--- config.mk ---
export PLATFORM = sky130hd
export DESIGN_NAME = adc_pwr_seq
export DESIGN_NICKNAME = d
export VERILOG_FILES = /design/src/rtl/adc_pwr_pkg.sv /design/src/rtl/adc_pwr_seq_cnt.sv /design/src/rtl/adc_pwr_seq.sv
export SDC_FILE = /design/constraint.sdc
export NUM_CORES = 1
export LEC_CHECK = 0
export ABC_CLOCK_PERIOD_IN_PS = 2690
export BUFFER_PORTS_ARGS = -buffer_cell sky130_fd_sc_hd__buf_2
export CAP_MARGIN = 10
export CELL_PAD_IN_SITES_DETAIL_PLACEMENT = 0
export CELL_PAD_IN_SITES_GLOBAL_PLACEMENT = 1
export CORE_ASPECT_RATIO = 0.75
export CORE_MARGIN = 2
export CORE_UTILIZATION = 39
export DETAILED_ROUTE_END_ITERATION = 16
export GPL_TIMING_DRIVEN = 0
export PLACE_DENSITY = 0.73
export SLEW_MARGIN = 20
export SYNTH_ARGS = -nofsm -noshare
export SYNTH_HDL_FRONTEND = slang
export SYNTH_HIERARCHICAL = 1
export SYNTH_SLANG_ARGS = --single-unit
export TNS_END_PERCENT = 30
--- constraint.sdc ---
create_clock -name clk -period 2.69 [get_ports clk]
set_clock_uncertainty 0.15 [all_clocks]
set_input_delay 0 -clock clk [delete_from_list [all_inputs] [get_ports clk]]
set_output_delay 0 -clock clk [all_outputs]
set_load 0.01 [all_outputs]
--- src/rtl/adc_pwr_pkg.sv ---
// ---------------------------------------------------------------------------
// adc_pwr_pkg
// Shared definitions for the ADC power/conversion sequencer:
//   - state_e  : 3-bit sequencer state encoding, also driven out on state_o
//   - MODE_*   : pwr_mode policy encodings
//   - mode_is_low / mode_is_mod : policy decode helpers
// ---------------------------------------------------------------------------
package adc_pwr_pkg;

    // Save and restore are never needed at the same time, so they share one
    // retention state (ST_RET). A direction flag in the sequencer selects
    // which pulse is issued. This keeps the whole state space in 3 bits.
    typedef enum logic [2:0] {
        ST_OFF   = 3'd0,
        ST_RAMP  = 3'd1,
        ST_RET   = 3'd2,
        ST_UNISO = 3'd3,
        ST_IDLE  = 3'd4,
        ST_CONV  = 3'd5,
        ST_POST  = 3'd6,
        ST_ISO   = 3'd7
    } state_e;

    localparam logic [1:0] MODE_LOW  = 2'b00;
    localparam logic [1:0] MODE_MOD  = 2'b01;
    localparam logic [1:0] MODE_HIGH = 2'b10;   // 2'b11 also decodes as HIGH

    function automatic logic mode_is_low(input logic [1:0] mode);
        return (mode == MODE_LOW);
    endfunction

    function automatic logic mode_is_mod(input logic [1:0] mode);
        return (mode == MODE_MOD);
    endfunction

endpackage

--- src/rtl/adc_pwr_seq_cnt.sv ---
// ---------------------------------------------------------------------------
// adc_pwr_seq_cnt
// Loadable saturating down-counter with a zero flag. A load takes priority
// over counting; otherwise the count decrements each cycle and holds at 0.
// Ports:
//   clk        in   system clock
//   clr        in   synchronous reset, active-high (count -> 0)
//   load_i     in   load load_val_i this cycle
//   load_val_i in   CNT_W value to load
//   cnt_o      out  current count
//   zero_o     out  count is zero
// ---------------------------------------------------------------------------
module adc_pwr_cnt #(
    parameter int CNT_W = 8
) (
    input  logic             clk,
    input  logic             clr,
    input  logic             load_i,
    input  logic [CNT_W-1:0] load_val_i,
    output logic [CNT_W-1:0] cnt_o,
    output logic             zero_o
);

    logic [CNT_W-1:0] cnt_q;
    logic [CNT_W-1:0] cnt_d;

    always_comb begin
        cnt_d = cnt_q;
        if (load_i) begin
            cnt_d = load_val_i;
        end else if (cnt_q != '0) begin
            cnt_d = cnt_q - CNT_W'(1);
        end
    end

    always_ff @(posedge clk) begin
        if (clr) begin
            cnt_q <= '0;
        end else begin
            cnt_q <= cnt_d;
        end
    end

    assign cnt_o  = cnt_q;
    assign zero_o = (cnt_q == '0);

endmodule

--- src/rtl/adc_pwr_seq.sv ---
// ---------------------------------------------------------------------------
// adc_pwr_seq
// Power/conversion sequencer for the SAR ADC controller and its output
// register. Ramps the ADC power domain on demand, releases isolation/reset,
// issues single-cycle starts, waits for adc_done (DataMark) and then powers
// the domain down according to pwr_mode.
//
// Build option: define ADC_PWR_RET_EN to add retention save/restore
// (ret_save / ret_restore pulses, ret_valid tracking). Without it the
// retention outputs are tied 0 and RAMP->UNISO, POST->ISO directly.
//
// Ports:
//   clk          in   system clock
//   clr          in   synchronous reset, active-high
//   pwr_mode     in   2  00=LOW, 01=MODERATE, 1x=HIGH
//   conv_req     in   1-cycle conversion request
//   adc_done     in   conversion done from the ADC controller
//   conv_ack     out  1-cycle pulse coincident with adc_start
//   adc_start    out  1-cycle start to the ADC controller
//   adc_rst      out  ADC controller reset (follows iso_en)
//   pwr_en       out  ADC-domain power switch enable
//   iso_en       out  isolation enable (1 = isolated)
//   clk_en       out  ADC-domain clock-gate enable
//   ret_save     out  1-cycle retention save pulse
//   ret_restore  out  1-cycle retention restore pulse
//   busy         out  high in every state except OFF and IDLE
//   err          out  sticky conversion timeout flag
//   state_o      out  3  current state encoding
// ---------------------------------------------------------------------------
module adc_pwr_seq
    import adc_pwr_pkg::*;
#(
    parameter int PWR_UP_CYC = 8,
    parameter int ISO_CYC    = 2,
    parameter int IDLE_TMO   = 16,
    parameter int CONV_TMO   = 64,
    parameter int CNT_W      = 8
) (
    input  logic       clk,
    input  logic       clr,
    input  logic [1:0] pwr_mode,
    input  logic       conv_req,
    input  logic       adc_done,
    output logic       conv_ack,
    output logic       adc_start,
    output logic       adc_rst,
    output logic       pwr_en,
    output logic       iso_en,
    output logic       clk_en,
    output logic       ret_save,
    output logic       ret_restore,
    output logic       busy,
    output logic       err,
    output logic [2:0] state_o
);

    state_e state_q, state_d;
    logic   pending_q, pending_d;
    logic   err_q, err_d;
    logic   conv_first_q, conv_first_d;

`ifdef ADC_PWR_RET_EN
    logic   ret_valid_q, ret_valid_d;
    logic   ret_dir_save_q, ret_dir_save_d;   // 1 = save (going down), 0 = restore
`endif

    logic             cnt_load;
    logic [CNT_W-1:0] cnt_val;
    logic [CNT_W-1:0] cnt_cur;
    logic             cnt_zero;
    logic             start_now;
    logic             req_any;
    logic             go_down;

    // -----------------------------------------------------------------------
    // Shared timer
    // -----------------------------------------------------------------------
    adc_pwr_cnt #(
        .CNT_W (CNT_W)
    ) u_cnt (
        .clk        (clk),
        .clr        (clr),
        .load_i     (cnt_load),
        .load_val_i (cnt_val),
        .cnt_o      (cnt_cur),
        .zero_o     (cnt_zero)
    );

    // A state lasting N cycles loads N-1 on entry and leaves when it hits 0.
    always_comb begin
        cnt_val = '0;
        case (state_d)
            ST_RAMP:          cnt_val = CNT_W'(PWR_UP_CYC - 1);
            ST_UNISO, ST_ISO: cnt_val = CNT_W'(ISO_CYC - 1);
            ST_IDLE:          cnt_val = CNT_W'(IDLE_TMO - 1);
            ST_CONV:          cnt_val = CNT_W'(CONV_TMO - 1);
            default:          cnt_val = '0;
        endcase
    end

    // Reload on every state entry. In IDLE the idle timer only runs while
    // the policy is MODERATE, so it is held at full scale otherwise; this
    // makes the timeout count consecutive MODERATE idle cycles.
    assign cnt_load = (state_d != state_q) ||
                      ((state_q == ST_IDLE) && (state_d == ST_IDLE) &&
                       !mode_is_mod(pwr_mode));

    // -----------------------------------------------------------------------
    // Next-state logic
    // -----------------------------------------------------------------------
    assign start_now = (state_q == ST_CONV) && conv_first_q;
    // A request arriving in the same cycle as a decision counts as pending,
    // so it beats an idle timeout or a LOW power-down.
    assign req_any   = pending_q || conv_req;

    always_comb begin
        state_d      = state_q;
        err_d        = err_q;
        go_down      = 1'b0;
        // 1-deep request flag: cleared by the start, extra requests dropped
        pending_d    = start_now ? 1'b0 : (pending_q || conv_req);
`ifdef ADC_PWR_RET_EN
        ret_valid_d    = ret_valid_q;
        ret_dir_save_d = ret_dir_save_q;
`endif

        case (state_q)
            ST_OFF: begin
                if (req_any) begin
                    state_d = ST_RAMP;
                end
            end
            ST_RAMP: begin
                if (cnt_zero) begin
`ifdef ADC_PWR_RET_EN
                    if (ret_valid_q) begin
                        state_d        = ST_RET;
                        ret_dir_save_d = 1'b0;
                    end else begin
                        state_d = ST_UNISO;
                    end
`else
                    state_d = ST_UNISO;
`endif
                end
            end
`ifdef ADC_PWR_RET_EN
            ST_RET: begin
                if (ret_dir_save_q) begin
                    state_d     = ST_ISO;
                    ret_valid_d = 1'b1;
                end else begin
                    state_d = ST_UNISO;
                end
            end
`endif
            ST_UNISO: begin
                if (cnt_zero) begin
                    state_d = ST_IDLE;
                end
            end
            ST_IDLE: begin
                if (req_any) begin
                    state_d = ST_CONV;
                end else if (mode_is_low(pwr_mode)) begin
                    go_down = 1'b1;
                end else if (mode_is_mod(pwr_mode) && cnt_zero) begin
                    go_down = 1'b1;
                end
            end
            ST_CONV: begin
                // done wins over a coincident timeout
                if (adc_done) begin
                    state_d = ST_POST;
                end else if (cnt_zero) begin
                    state_d = ST_POST;
                    err_d   = 1'b1;
                end
            end
            ST_POST: begin
                if (req_any) begin
                    state_d = ST_IDLE;
                end else if (mode_is_low(pwr_mode)) begin
                    go_down = 1'b1;
                end else begin
                    state_d = ST_IDLE;
                end
            end
            ST_ISO: begin
                if (cnt_zero) begin
                    state_d = ST_OFF;
                end
            end
            default: begin
                state_d = ST_OFF;
            end
        endcase

        if (go_down) begin
`ifdef ADC_PWR_RET_EN
            state_d        = ST_RET;
            ret_dir_save_d = 1'b1;
`else
            state_d = ST_ISO;
`endif
        end

        conv_first_d = (state_d == ST_CONV) && (state_q != ST_CONV);
    end

    always_ff @(posedge clk) begin
        if (clr) begin
            state_q      <= ST_OFF;
            pending_q    <= 1'b0;
            err_q        <= 1'b0;
            conv_first_q <= 1'b0;
`ifdef ADC_PWR_RET_EN
            ret_valid_q    <= 1'b0;
            ret_dir_save_q <= 1'b0;
`endif
        end else begin
            state_q      <= state_d;
            pending_q    <= pending_d;
            err_q        <= err_d;
            conv_first_q <= conv_first_d;
`ifdef ADC_PWR_RET_EN
            ret_valid_q    <= ret_valid_d;
            ret_dir_save_q <= ret_dir_save_d;
`endif
        end
    end

    // -----------------------------------------------------------------------
    // Outputs (decoded from registered state)
    // -----------------------------------------------------------------------
    logic iso_c;

    always_comb begin
        iso_c = 1'b0;
        case (state_q)
            ST_OFF, ST_RAMP, ST_ISO: iso_c = 1'b1;
`ifdef ADC_PWR_RET_EN
            // restore runs before isolation release, save before isolation
            ST_RET:                  iso_c = !ret_dir_save_q;
`endif
            default:                 iso_c = 1'b0;
        endcase
    end

    assign iso_en    = iso_c;
    assign adc_rst   = iso_c;
    assign clk_en    = !iso_c;
    assign pwr_en    = (state_q != ST_OFF);
    assign busy      = (state_q != ST_OFF) && (state_q != ST_IDLE);
    assign adc_start = start_now;
    assign conv_ack  = start_now;
    assign err       = err_q;
    assign state_o   = state_q;

`ifdef ADC_PWR_RET_EN
    assign ret_save    = (state_q == ST_RET) && ret_dir_save_q;
    assign ret_restore = (state_q == ST_RET) && !ret_dir_save_q;
`else
    assign ret_save    = 1'b0;
    assign ret_restore = 1'b0;
`endif

    // count value is only consumed through the zero flag
    logic unused_cnt;
    assign unused_cnt = ^cnt_cur;

endmodule
==> summary.md, run 1 <==
| Metric | Value |
|---|---|
| Switching pwr | `0.0004239 W` |
| Crit end category | `register` |
| Initial antenna violation count | `0` |
| Horiz. Die Dim | `59.77 um` |
| Asr flop ratio synth | `0` |
| Power Internal | `0.0005913 W` |
| Post-synthesis sequential area ratio | `0.3081` |
| Max-cap violations | `0` |
| Drt total wl | `2100 um` |
| Combinational share of power | `0.562` |
| DR pass1 iterations | `4` |
| Startpoint class of the critical path | `register` |
| Worst-Skew Late Latency | `0.28 ns` |
| Outcome | `complete, no violations` |
| DR iter-0 viols | `21` |
| WL/cell | `13.04 um` |
| Setup TNS Final | `0 ns` |
| DP Worst Slack | `-0.09682 ns` |
| Simple-Gate Fraction of Synth Area | `0.2971` |
| RR Startpoint | `u_cnt/cnt_o[0]` |
| Via density per instance | `5.280` |
| GP Congestion | `0.8237` |
| Hold Fails Final Rpt | `0` |
| Share of post-route cells with drive strength above 1 | `0.2941` |
| Gr usage total | `0.1665` |
| Die area | `2739 um2` |
| ANT cells | `0` |
| Arr. time, crit path | `2.57 ns` |
| Leak Pwr | `0.5062 nW` |
| Sequential Power Share | `0.321` |
| Initial core utilization | `0.4039` |
| CP required | `2.73 ns` |
| CTS max path bufs | `2` |
| Final Critical Period | `2.533 ns` |
| Synth cell types | `43` |
| Clock Tree Root | `clkbuf_4` |
| Final WS setup | `0.1567 ns` |
| Post-synth EDFFs | `0` |
| Mapped Cells | `109` |
| Largest net degree at the start of global routing | `14` |
| Final Non-Filler Cells | `161` |
| CP Launch Point | `u_cnt/cnt_o[0]` |
| Synth Area in Adders | `0.01376` |
| Yosys reg bits | `14` |
| TritonCTS clock tree | `yes` |
| R2R Setup Slk | `0.16 ns` |
| Largest family of logic cells by synthesized area | `simple AND/OR/NAND/NOR gates` |
| Compound-cell area share of the yosys netlist | `0.1981` |
| Residual DRC | `0` |
| Synthesis-to-finish area growth | `23.25%` |
| Global-route wire length before repair | `3387 um` |
| CP Class | `register to register` |
| Switching Fraction | `0.4175` |
| Post-Synth XOR/XNOR Area | `0.04814` |
| RSZ-0062 raised after global routing | `false` |
| Via Count | `850` |
| Die span in y | `45.83 um` |
| Worst-path clk slew | `0.08 ns` |
| WHS | `0.1153 ns` |
| HP Start | `pwr_mode[0]` |
| H-tree depth | `1` |
| Mux share of post-synthesis cell area | `0.02201` |
| Predominant post-synthesis flop cell | `dfxtp_1` |
| FMAX | `394.7 MHz` |
| Endpoints failing setup | `0` |
| Total grt overflow | `0` |
| Antenna-violating nets left | `0` |
| Pwr/cell area | `905.5 nW/um2` |
| Fraction of the cycle the final worst path needs | `0.9417` |
| HP Class | `primary input to register` |
| Peak VDD IR | `0.0003251 V` |
| Synth Cell Area | `909.6 um2` |
| Worst Path Max Fanout | `13` |
| Synthesis Warnings | `6` |
| Mapped Avg Cell Area | `8.345 um2` |
| DP HPWL | `1523 um` |
| CTS Buf Count | `3` |
| Clk network pwr share | `0.117` |
| IO Pins | `19` |
| Core box area | `2252 um2` |
| Clock Sink Count | `14` |
| FP Rows | `15` |
| Max Transition Viols Final | `0` |
| FILL cells | `229` |
| Placed Instances | `153` |
| Final nets | `145` |
| Vias in the first global route | `771` |
| I/O Buffers | `16` |
==> synth_stat cells (2+ instances only) <==
master	instances	area, um2
nor3b_1	2	15.01
nor3_1	6	30.03
mux2i_1	2	20.02
dfxtp_1	14	280.3
nand2b_1	2	12.51
a21oi_1	6	30.03
nor2b_1	3	18.77
clkbuf_1	2	7.510
o21ai_0	3	15.01
nand3_1	3	15.01
inv_1	7	26.28
xnor2_1	3	26.28
buf_6	2	22.52
o32ai_1	4	35.03
nor2_1	7	26.28
nand2_1	10	37.54
buf_4	5	37.54
a211o_1	2	17.52
xor2_1	2	17.52
==> final cells by class <==
cell class              count  area [um2]  share of cell area
clock buffers               3       22.52             0.02009
well taps                  25       31.28             0.02790
multi-input cells          81       553.0              0.4933
plain buffers              10       76.32             0.06808
repair buffers             21       130.1              0.1161
inverters                   7       26.28             0.02344
flip-flops and latches     14       281.5              0.2511
==> power groups by stage <==
stage	registers [W]	clock network, W	logic (W)
floorplan	0.000319	0	0.000431
global placement	0.000328	0	0.000528
detailed placement	0.000328	0	0.000537
CTS	0.000324	0.000123	0.000551
global route	0.000334	0.000129	0.000625
finish	0.000326	0.000118	0.000571
==> critical path, cell delays in order (launching register included) <==
cell and delay, ns:
dfxtp_2 0.36, inv_1 0.07, ha_2 0.23, and4bb_1 0.21, buf_6 0.15, nor3b_2 0.16
o2111ai_2 0.32, o21ai_2 0.15, or2_2 0.37, o32ai_1 0.28
==> cells by family (layout without fill, tap and decap cells) <==
family                   count (synthesis)  after routing
XOR/XNOR                                 5              5
buffers and inverters                   17             41
multiplexers                             2              2
AO/OA/AOI/OAI                           24             24
other                                    1              4
adder cells (fa/ha/maj)                  1              1
AND/OR/NAND/NOR                         45             45
flip-flops                              14             14
==> flip-flops by register name, indices dropped and copies added (netlist names) <==
register,flops
err,1
u_cnt/cnt_o,8
conv_first_q,1
state_o,3
pending_q,1
==> worst paths after layout <==
path / depth (start not counted) / endpoint
max: 9 / u_cnt/cnt_o[5]
min: 4 / state_o[0]
max reg2reg: 9 / u_cnt/cnt_o[5]
min reg2reg: 2 / err
==> placed cells by master, fill, tap and decap left out, types with 2 or more instances in the layout <==
cell,count
a211o_1,2
inv_1,7
clkbuf_4,3
nor2b_1,3
o32ai_1,4
nor3_1,6
dlygate4sd3_1,5
a21oi_1,6
buf_2,17
xnor2_1,3
nand2b_1,2
dfxtp_1,13
conb_1,4
xor2_1,2
nor2_1,7
nand2_1,10
o21ai_0,2
buf_6,2
nand3_1,3
buf_4,6
mux2i_1,2
==> repair_timing <==
| action | 4_1_cts | 5_1_grt |
|---|---|---|
| gates resized for setup | 2 | 7 |
| gates cloned | 0 | 0 |
| endpoints found under the setup margin | 8 | 9 |
| hold endpoints to repair | 6 | 0 |
| hold buffers | 5 | 0 |
| setup buffers | 0 | 0 |
| pin swaps | 0 | 2 |
==> metal layers <==
metal | global-route usage | vias to the layer above | routed length (um)
li1 | - | 435 | -
met2 | 0.2326 | 11 | 836
met3 | 0.05114 | 2 | 66
met5 | 0 | - | 0
met4 | 0.04000 | 0 | 14
met1 | 0.2458 | 402 | 1181
==> metrics by stage <==
stage / util / area, um2 / total power, W
after global placement: 0.4583 / 1032 / 0.0008561
after detailed placement: 0.4583 / 1032 / 0.0008652
after floorplan: - / 920.9 / 0.0007500
after CTS: 0.4911 / 1106 / 0.0009980
after global routing: 0.4978 / 1121 / 0.001087
final: 0.4978 / 1121 / 0.001015
Power figures use the tool's default switching activity.
==> inputs of run 2 (changes only) <==
--- a/config.mk
+++ b/config.mk
@@ -18,2 +18,3 @@
 export PLACE_DENSITY = 0.73
+export SETUP_SLACK_MARGIN = 0.2
 export SLEW_MARGIN = 20
==> constraint.sdc (replaced) <==
create_clock -name clk -period 2.69 [get_ports clk]
set_clock_uncertainty 0.15 [all_clocks]
set_input_delay 0.4035 -clock clk [delete_from_list [all_inputs] [get_ports clk]]
set_output_delay 0.4035 -clock clk [all_outputs]
set_load 0.01 [all_outputs]
==> run 2 against run 1 <==
Global-route usage decreased by 0.18 points; largest power group unchanged; worst setup slack improved by 0.14 ns; sequential power about the same; first-iteration DRC count increased by 4.8%; via count decreased by 1.8%; die area unchanged; utilization increased by 1.7 points; sequential share of layout area decreased by 0.73 points; clock-buffer cell count unchanged; non-clock buffer count unchanged; combinational power increased by 18%.
==> summary.md, run 2 (same netlist as run 1, synthesis figures left out) <==
| Metric | Value |
|---|---|
| H-tree depth | `1 (unchanged)` |
| RSZ-0062 raised after global routing | `true (was false)` |
| Worst-Skew Late Latency | `0.28 ns (about the same)` |
| Hold Fails Final Rpt | `0 (unchanged)` |
| Die area | `2739 um2 (unchanged)` |
| Worst R2R Path Depth | `9 (unchanged)` |
| I/O Buffers | `16 (unchanged)` |
| Core box area | `2252 um2 (unchanged)` |
| Worst Hold Path Cells | `2 (was 4)` |
| Share of post-route cells with drive strength above 1 | `0.3529 (was 0.2941)` |
| Via Count | `835 (was 850)` |
| Slew @ Worst Pin | `0.5256 ns` |
| Crit path buf inv count | `2 (unchanged)` |
| DR iter-0 viols | `22 (was 21)` |
| Via density per instance | `5.186 (was 5.280)` |
| Final nets | `145 (unchanged)` |
| Initial core utilization | `0.4039 (unchanged)` |
| IO Pins | `19 (unchanged)` |
| TritonCTS clock tree | `yes (unchanged)` |
| CTS max path bufs | `2 (unchanged)` |
| DP HPWL | `1523 um (unchanged)` |
| Synthesis-to-finish area growth | `27.51% (was 23.25%)` |
| Critical path depth in cells | `9 (unchanged)` |
| Clock Sink Count | `14 (unchanged)` |
| Vias in the first global route | `749 (was 771)` |
| Gr usage total | `0.1647 (was 0.1665)` |
| ANT cells | `0 (unchanged)` |
| GP Congestion | `0.8237 (unchanged)` |
| Sequential Power Share | `0.292 (was 0.321)` |
| FP Rows | `15 (unchanged)` |
| Total power | `0.001118 W (was 0.001015 W)` |
| Final WS setup | `0.3014 ns (was 0.1567 ns)` |
| Crit end category | `register (unchanged)` |
| Max-cap violations | `0 (unchanged)` |
| Power Internal | `0.0006635 W (was 0.0005913 W)` |
| CP required | `2.74 ns (was 2.73 ns)` |
| Most frequent cells in the layout | `buf_2, dfxtp_1, buf_4, nand2_1 (was buf_2, dfxtp_1, nand2_1)` |
| CTS Hold Bufs | `0 (was 5)` |
| Pwr/cell area | `963.5 nW/um2 (was 905.5 nW/um2)` |
| Worst Path Max Fanout | `13 (unchanged)` |
| Switching pwr | `0.0004540 W (was 0.0004239 W)` |
| Die span in y | `45.83 um (unchanged)` |
| CP Class | `register to register (unchanged)` |
| Initial antenna violation count | `0 (unchanged)` |
| WHS | `0.2520 ns (was 0.1153 ns)` |
| FMAX | `418.7 MHz (was 394.7 MHz)` |
| Commonest non-fill, non-tap cell in the layout | `buf_2 (unchanged)` |
| Leak Pwr | `0.5155 nW (was 0.5062 nW)` |
| FILL cells | `226 (was 229)` |
| Critical path's top delay family | `simple AND/OR/NAND/NOR gates (was compound AO/OA/AOI/OAI gates)` |
| Fraction of the cycle the final worst path needs | `0.8879 (was 0.9417)` |
| Max-Slew Margin vs Limit | `0.6483` |
| Horiz. Die Dim | `59.77 um (unchanged)` |
| Switching Fraction | `0.4063 (was 0.4175)` |
| Largest net degree at the start of global routing | `14 (unchanged)` |
| Max Transition Viols Final | `0 (unchanged)` |
| Antenna-violating nets left | `0 (unchanged)` |
| WL/cell | `13.11 um (was 13.04 um)` |
| CTS Buf Count | `3 (unchanged)` |
| Outcome | `complete, no violations (unchanged)` |
| Total grt overflow | `0 (unchanged)` |
| Global-route wire length before repair | `3353 um (was 3387 um)` |
| Worst-path clk slew | `0.08 ns (about the same)` |
| Residual DRC | `0 (unchanged)` |
| Max reg flops | `8 (unchanged)` |
| Endpoints failing setup | `0 (unchanged)` |
| Peak VDD IR | `0.0003628 V (was 0.0003251 V)` |
| DP Worst Slack | `-0.09682 ns (unchanged)` |
| Highest-delay cell along the critical path | `or4_4 (was or2_2)` |
| Clock Tree Root | `clkbuf_4 (unchanged)` |
| Crit path cell chain | `inv_1, ha_2, and4bb_1, buf_6, nor3b_4, o2111ai_4, o21ai_4, or4_4, o211ai_2 (was inv_1, ha_2, and4bb_1, buf_6, nor3b_2, o2111ai_2, o21ai_2, or2_2, o32ai_1)` |
| Clk network pwr share | `0.106 (was 0.117)` |
| Combinational share of power | `0.602 (was 0.562)` |
| Arr. time, crit path | `2.44 ns (was 2.57 ns)` |
| DR pass1 iterations | `4 (unchanged)` |
| CP max stage delay | `0.53 ns (was 0.37 ns)` |
| HP Class | `primary input to register (unchanged)` |
| Drt total wl | `2111 um (was 2100 um)` |
| Final Critical Period | `2.389 ns (was 2.533 ns)` |
| Startpoint class of the critical path | `register (unchanged)` |
==> run 2: changes by cell type in the layout (fill, tap and decap cells not counted), sizes merged <==
| cell | previous run | this run |
|---|---|---|
| dlygate4sd3 | 5 | 0 |
| buf | 25 | 30 |
==> run 2: worst reg2reg max path, cell delays in order, from the launching register on <==
cell,delay [ns]
dfxtp_2,0.35
inv_1,0.06
ha_2,0.22
and4bb_1,0.22
buf_6,0.15
nor3b_4,0.16
o2111ai_4,0.28
o21ai_4,0.13
or4_4,0.53
o211ai_2,0.08
==> run 2: worst paths after layout <==
kind / start / to / slack [ns]
min reg2reg: err / err / 0.35
max reg2reg: u_cnt/cnt_o[0] / u_cnt/cnt_o[0] / 0.30
max: u_cnt/cnt_o[0] / u_cnt/cnt_o[0] / 0.30
min: clr / state_o[0] / 0.25
==> run 2: routing by layer <==
layer | GRT usage | routed length, um
met3 | 0.05114 | 71
met2 | 0.2196 | 823
met4 | 0.04000 | 14
met1 | 0.2508 | 1201
met5 | 0 | 0
==> run 2: stage by stage <==
step / std cells / util / area, um2 / TNS (ns)
after CTS: 157 / 0.4794 / 1080 / 0
after detailed placement: 153 / 0.4583 / 1032 / -0.3793
after global routing: 161 / 0.5150 / 1160 / 0
after global placement: 153 / 0.4583 / 1032 / -0.1905
final: 161 / 0.5150 / 1160 / 0
after floorplan: 112 / - / 920.9 / 0
==> run 2: power groups by stage <==
stage	Combinational (W)	Sequential, W	Clock [W]
after floorplan	0.000431	0.000319	0
after global placement	0.000528	0.000328	0
after detailed placement	0.000537	0.000328	0
after CTS	0.000569	0.000326	0.000123
after global routing	0.000736	0.000333	0.000129
final	0.000673	0.000327	0.000118
==> run 2: area by class of cell <==
type	count	area (um2)	share of cell area
repair buffers	21	117.6	0.1014
well taps	25	31.28	0.02697
clock buffers	3	22.52	0.01942
multi-input cells	81	595.6	0.5135
plain buffers	10	83.83	0.07228
flip-flops and latches	14	282.8	0.2438
inverters	7	26.28	0.02265
==> run 2: timing repair <==
action,4_1_cts,5_1_grt
pin swaps,1,3
buffers inserted,1,4
endpoints found under the setup margin,8,8
resized for setup,7,9
==> inputs of run 3 (changes only) <==
Settings changed: RECOVER_POWER set to 100.
==> run 3 against run 2 <==
Sequential power about the same; cell area down 2.4%; final cell count did not move; highest routed layer unchanged; wire length is essentially flat; worst hold slack gained 0.0070 ns; die area stayed put; largest cell class unchanged; global-route usage unchanged.
==> summary.md, run 3 (same netlist as run 1, synthesis figures left out) <==
| Metric | Value |
|---|---|
| Outcome | `complete, no violations (unchanged)` |
| Share of post-route cells with drive strength above 1 | `0.2426 (was 0.3529)` |
| Via Count | `861 (was 835)` |
| CTS Buf Count | `3 (unchanged)` |
| Peak VDD IR | `0.0003634 V (was 0.0003628 V)` |
| GP Congestion | `0.8237 (unchanged)` |
| Clock Tree Root | `clkbuf_4 (unchanged)` |
| CP Class | `register to register (unchanged)` |
| IO Pins | `19 (unchanged)` |
| Arr. time, crit path | `2.51 ns (was 2.44 ns)` |
| Max-cap violations | `0 (unchanged)` |
| CTS Hold Bufs | `0 (unchanged)` |
| Max-Slew Margin vs Limit | `0.6508 (was 0.6483)` |
| Global-route wire length before repair | `3353 um (unchanged)` |
| Final WS setup | `0.2326 ns (was 0.3014 ns)` |
| FILL cells | `234 (was 226)` |
| Drt total wl | `2112 um (was 2111 um)` |
| Leak Pwr | `0.4724 nW (was 0.5155 nW)` |
| DP Worst Slack | `-0.09682 ns (unchanged)` |
| RSZ-0062 raised after global routing | `true (unchanged)` |
| Area of the multi-input gates | `585.6 um2 (was 595.6 um2)` |
| Fraction of the cycle the final worst path needs | `0.9135 (was 0.8879)` |
| Initial core utilization | `0.4039 (unchanged)` |
| FF/Latch Area | `282.8 um2 (unchanged)` |
| DR iter-0 viols | `17 (was 22)` |
| Final Critical Period | `2.457 ns (was 2.389 ns)` |
| Horiz. Die Dim | `59.77 um (unchanged)` |
| Total grt overflow | `0 (unchanged)` |
| CP required | `2.74 ns (about the same)` |
| Die area | `2739 um2 (unchanged)` |
| Slew @ Worst Pin | `0.5219 ns (was 0.5256 ns)` |
| Die span in y | `45.83 um (unchanged)` |
| DR pass1 iterations | `4 (unchanged)` |
| ANT cells | `0 (unchanged)` |
| Endpoints failing setup | `0 (unchanged)` |
| Residual DRC | `0 (unchanged)` |
| Worst-path clk slew | `0.08 ns (about the same)` |
| CTS max path bufs | `2 (unchanged)` |
| Largest net degree at the start of global routing | `14 (unchanged)` |
| Antenna-violating nets left | `0 (unchanged)` |
| Most frequent cells in the layout | `clkbuf_1, dfxtp_1, nand2_1 (was buf_2, dfxtp_1, buf_4, nand2_1)` |
| Max Transition Viols Final | `0 (unchanged)` |
| HP Class | `primary input to register (unchanged)` |
| Synthesis-to-finish area growth | `24.48% (was 27.51%)` |
| DP HPWL | `1523 um (unchanged)` |
| Hold Fails Final Rpt | `0 (unchanged)` |
| Final nets | `145 (unchanged)` |
| Clock Sink Count | `14 (unchanged)` |
| Initial antenna violation count | `0 (unchanged)` |
| Commonest non-fill, non-tap cell in the layout | `clkbuf_1 (was buf_2)` |
| FMAX | `406.9 MHz (was 418.7 MHz)` |
| H-tree depth | `1 (unchanged)` |
| Worst R2R Path Depth | `9 (unchanged)` |
| FP Rows | `15 (unchanged)` |
| I/O Buffers | `16 (unchanged)` |
| Pwr/cell area | `971.1 nW/um2 (was 963.5 nW/um2)` |
| WL/cell | `13.12 um (was 13.11 um)` |
| Vias in the first global route | `749 (unchanged)` |
| TritonCTS clock tree | `yes (unchanged)` |
| Final Instance Area | `1132 um2 (was 1160 um2)` |
| Worst Hold Path Cells | `2 (unchanged)` |
| Max reg flops | `8 (unchanged)` |
| Startpoint class of the critical path | `register (unchanged)` |
| Via density per instance | `5.348 (was 5.186)` |
| Worst Path Max Fanout | `13 (unchanged)` |
| Post-DP Area | `1032 um2 (unchanged)` |
| Core box area | `2252 um2 (unchanged)` |
| Gr usage total | `0.1647 (unchanged)` |
| Crit end category | `register (unchanged)` |
| Worst-Skew Late Latency | `0.28 ns (about the same)` |
run 3: cell types whose count changed in the layout (fill, tap and decap cells not counted), sizes merged:
| cell | delta |
|---|---|
| buf | -12 |
| clkbuf | +12 |
run 3: timing repair:
item,CTS,global route
resized for setup,7,9
endpoints found under the setup margin,8,8
pin swaps,1,3
buffers inserted,1,4
run 3: per-stage QoR:
stage | hold slack (ns) | power, W | instances | util | TNS (ns)
2_1_floorplan | 0.3226 | 0.0007500 | 112 | - | 0
3_3_place_gp | 0.3040 | 0.0008561 | 153 | 0.4583 | -0.1905
3_5_place_dp | 0.3165 | 0.0008652 | 153 | 0.4583 | -0.3793
4_1_cts | 0.2513 | 0.001018 | 157 | 0.4794 | 0
5_1_grt | 0.2716 | 0.001178 | 161 | 0.5028 | 0
6_report | 0.2590 | 0.001100 | 161 | 0.5028 | 0
run 3: layout make-up:
class | instances | area share
Buffer | 10 | 0.06961
Clock buffer | 3 | 0.01989
Inverter | 7 | 0.02320
Multi-Input combinational cell | 81 | 0.5171
Sequential cell | 14 | 0.2497
Tap cell | 25 | 0.02762
Timing Repair Buffer | 21 | 0.09282
run 3: report_power, final:
part / leakage, nW / internal (W) / switching (W) / total, W
registers: 0.116 / 0.000266 / 0.0000601 / 0.000326
clock network: 0.0138 / 0.0000519 / 0.0000666 / 0.000119
logic: 0.343 / 0.000330 / 0.000325 / 0.000655
run 3: final timing paths:
check	start	end	slack, ns
setup reg to reg	u_cnt/cnt_o[0]	u_cnt/cnt_o[0]	0.23
hold / removal	clr	state_o[0]	0.26
setup / recovery	u_cnt/cnt_o[0]	u_cnt/cnt_o[0]	0.23
hold reg to reg	err	err	0.35
run 3: critical path, cell delays in order (launching register included):
cell and delay (ns):
dfxtp_2 0.34, inv_1 0.06, ha_1 0.27, and4bb_1 0.24
buf_6 0.15, nor3b_4 0.16, o2111ai_4 0.27, o21ai_4 0.13
or4_1 0.53, o211ai_2 0.08
run 3: per-layer routing:
metal  vias up  track usage  wire length, um
met2        15       0.2196              848
met1       408       0.2508             1169
met5         -            0                0
li1        436            -                -
met4         0      0.04000               14
met3         2      0.05114               79
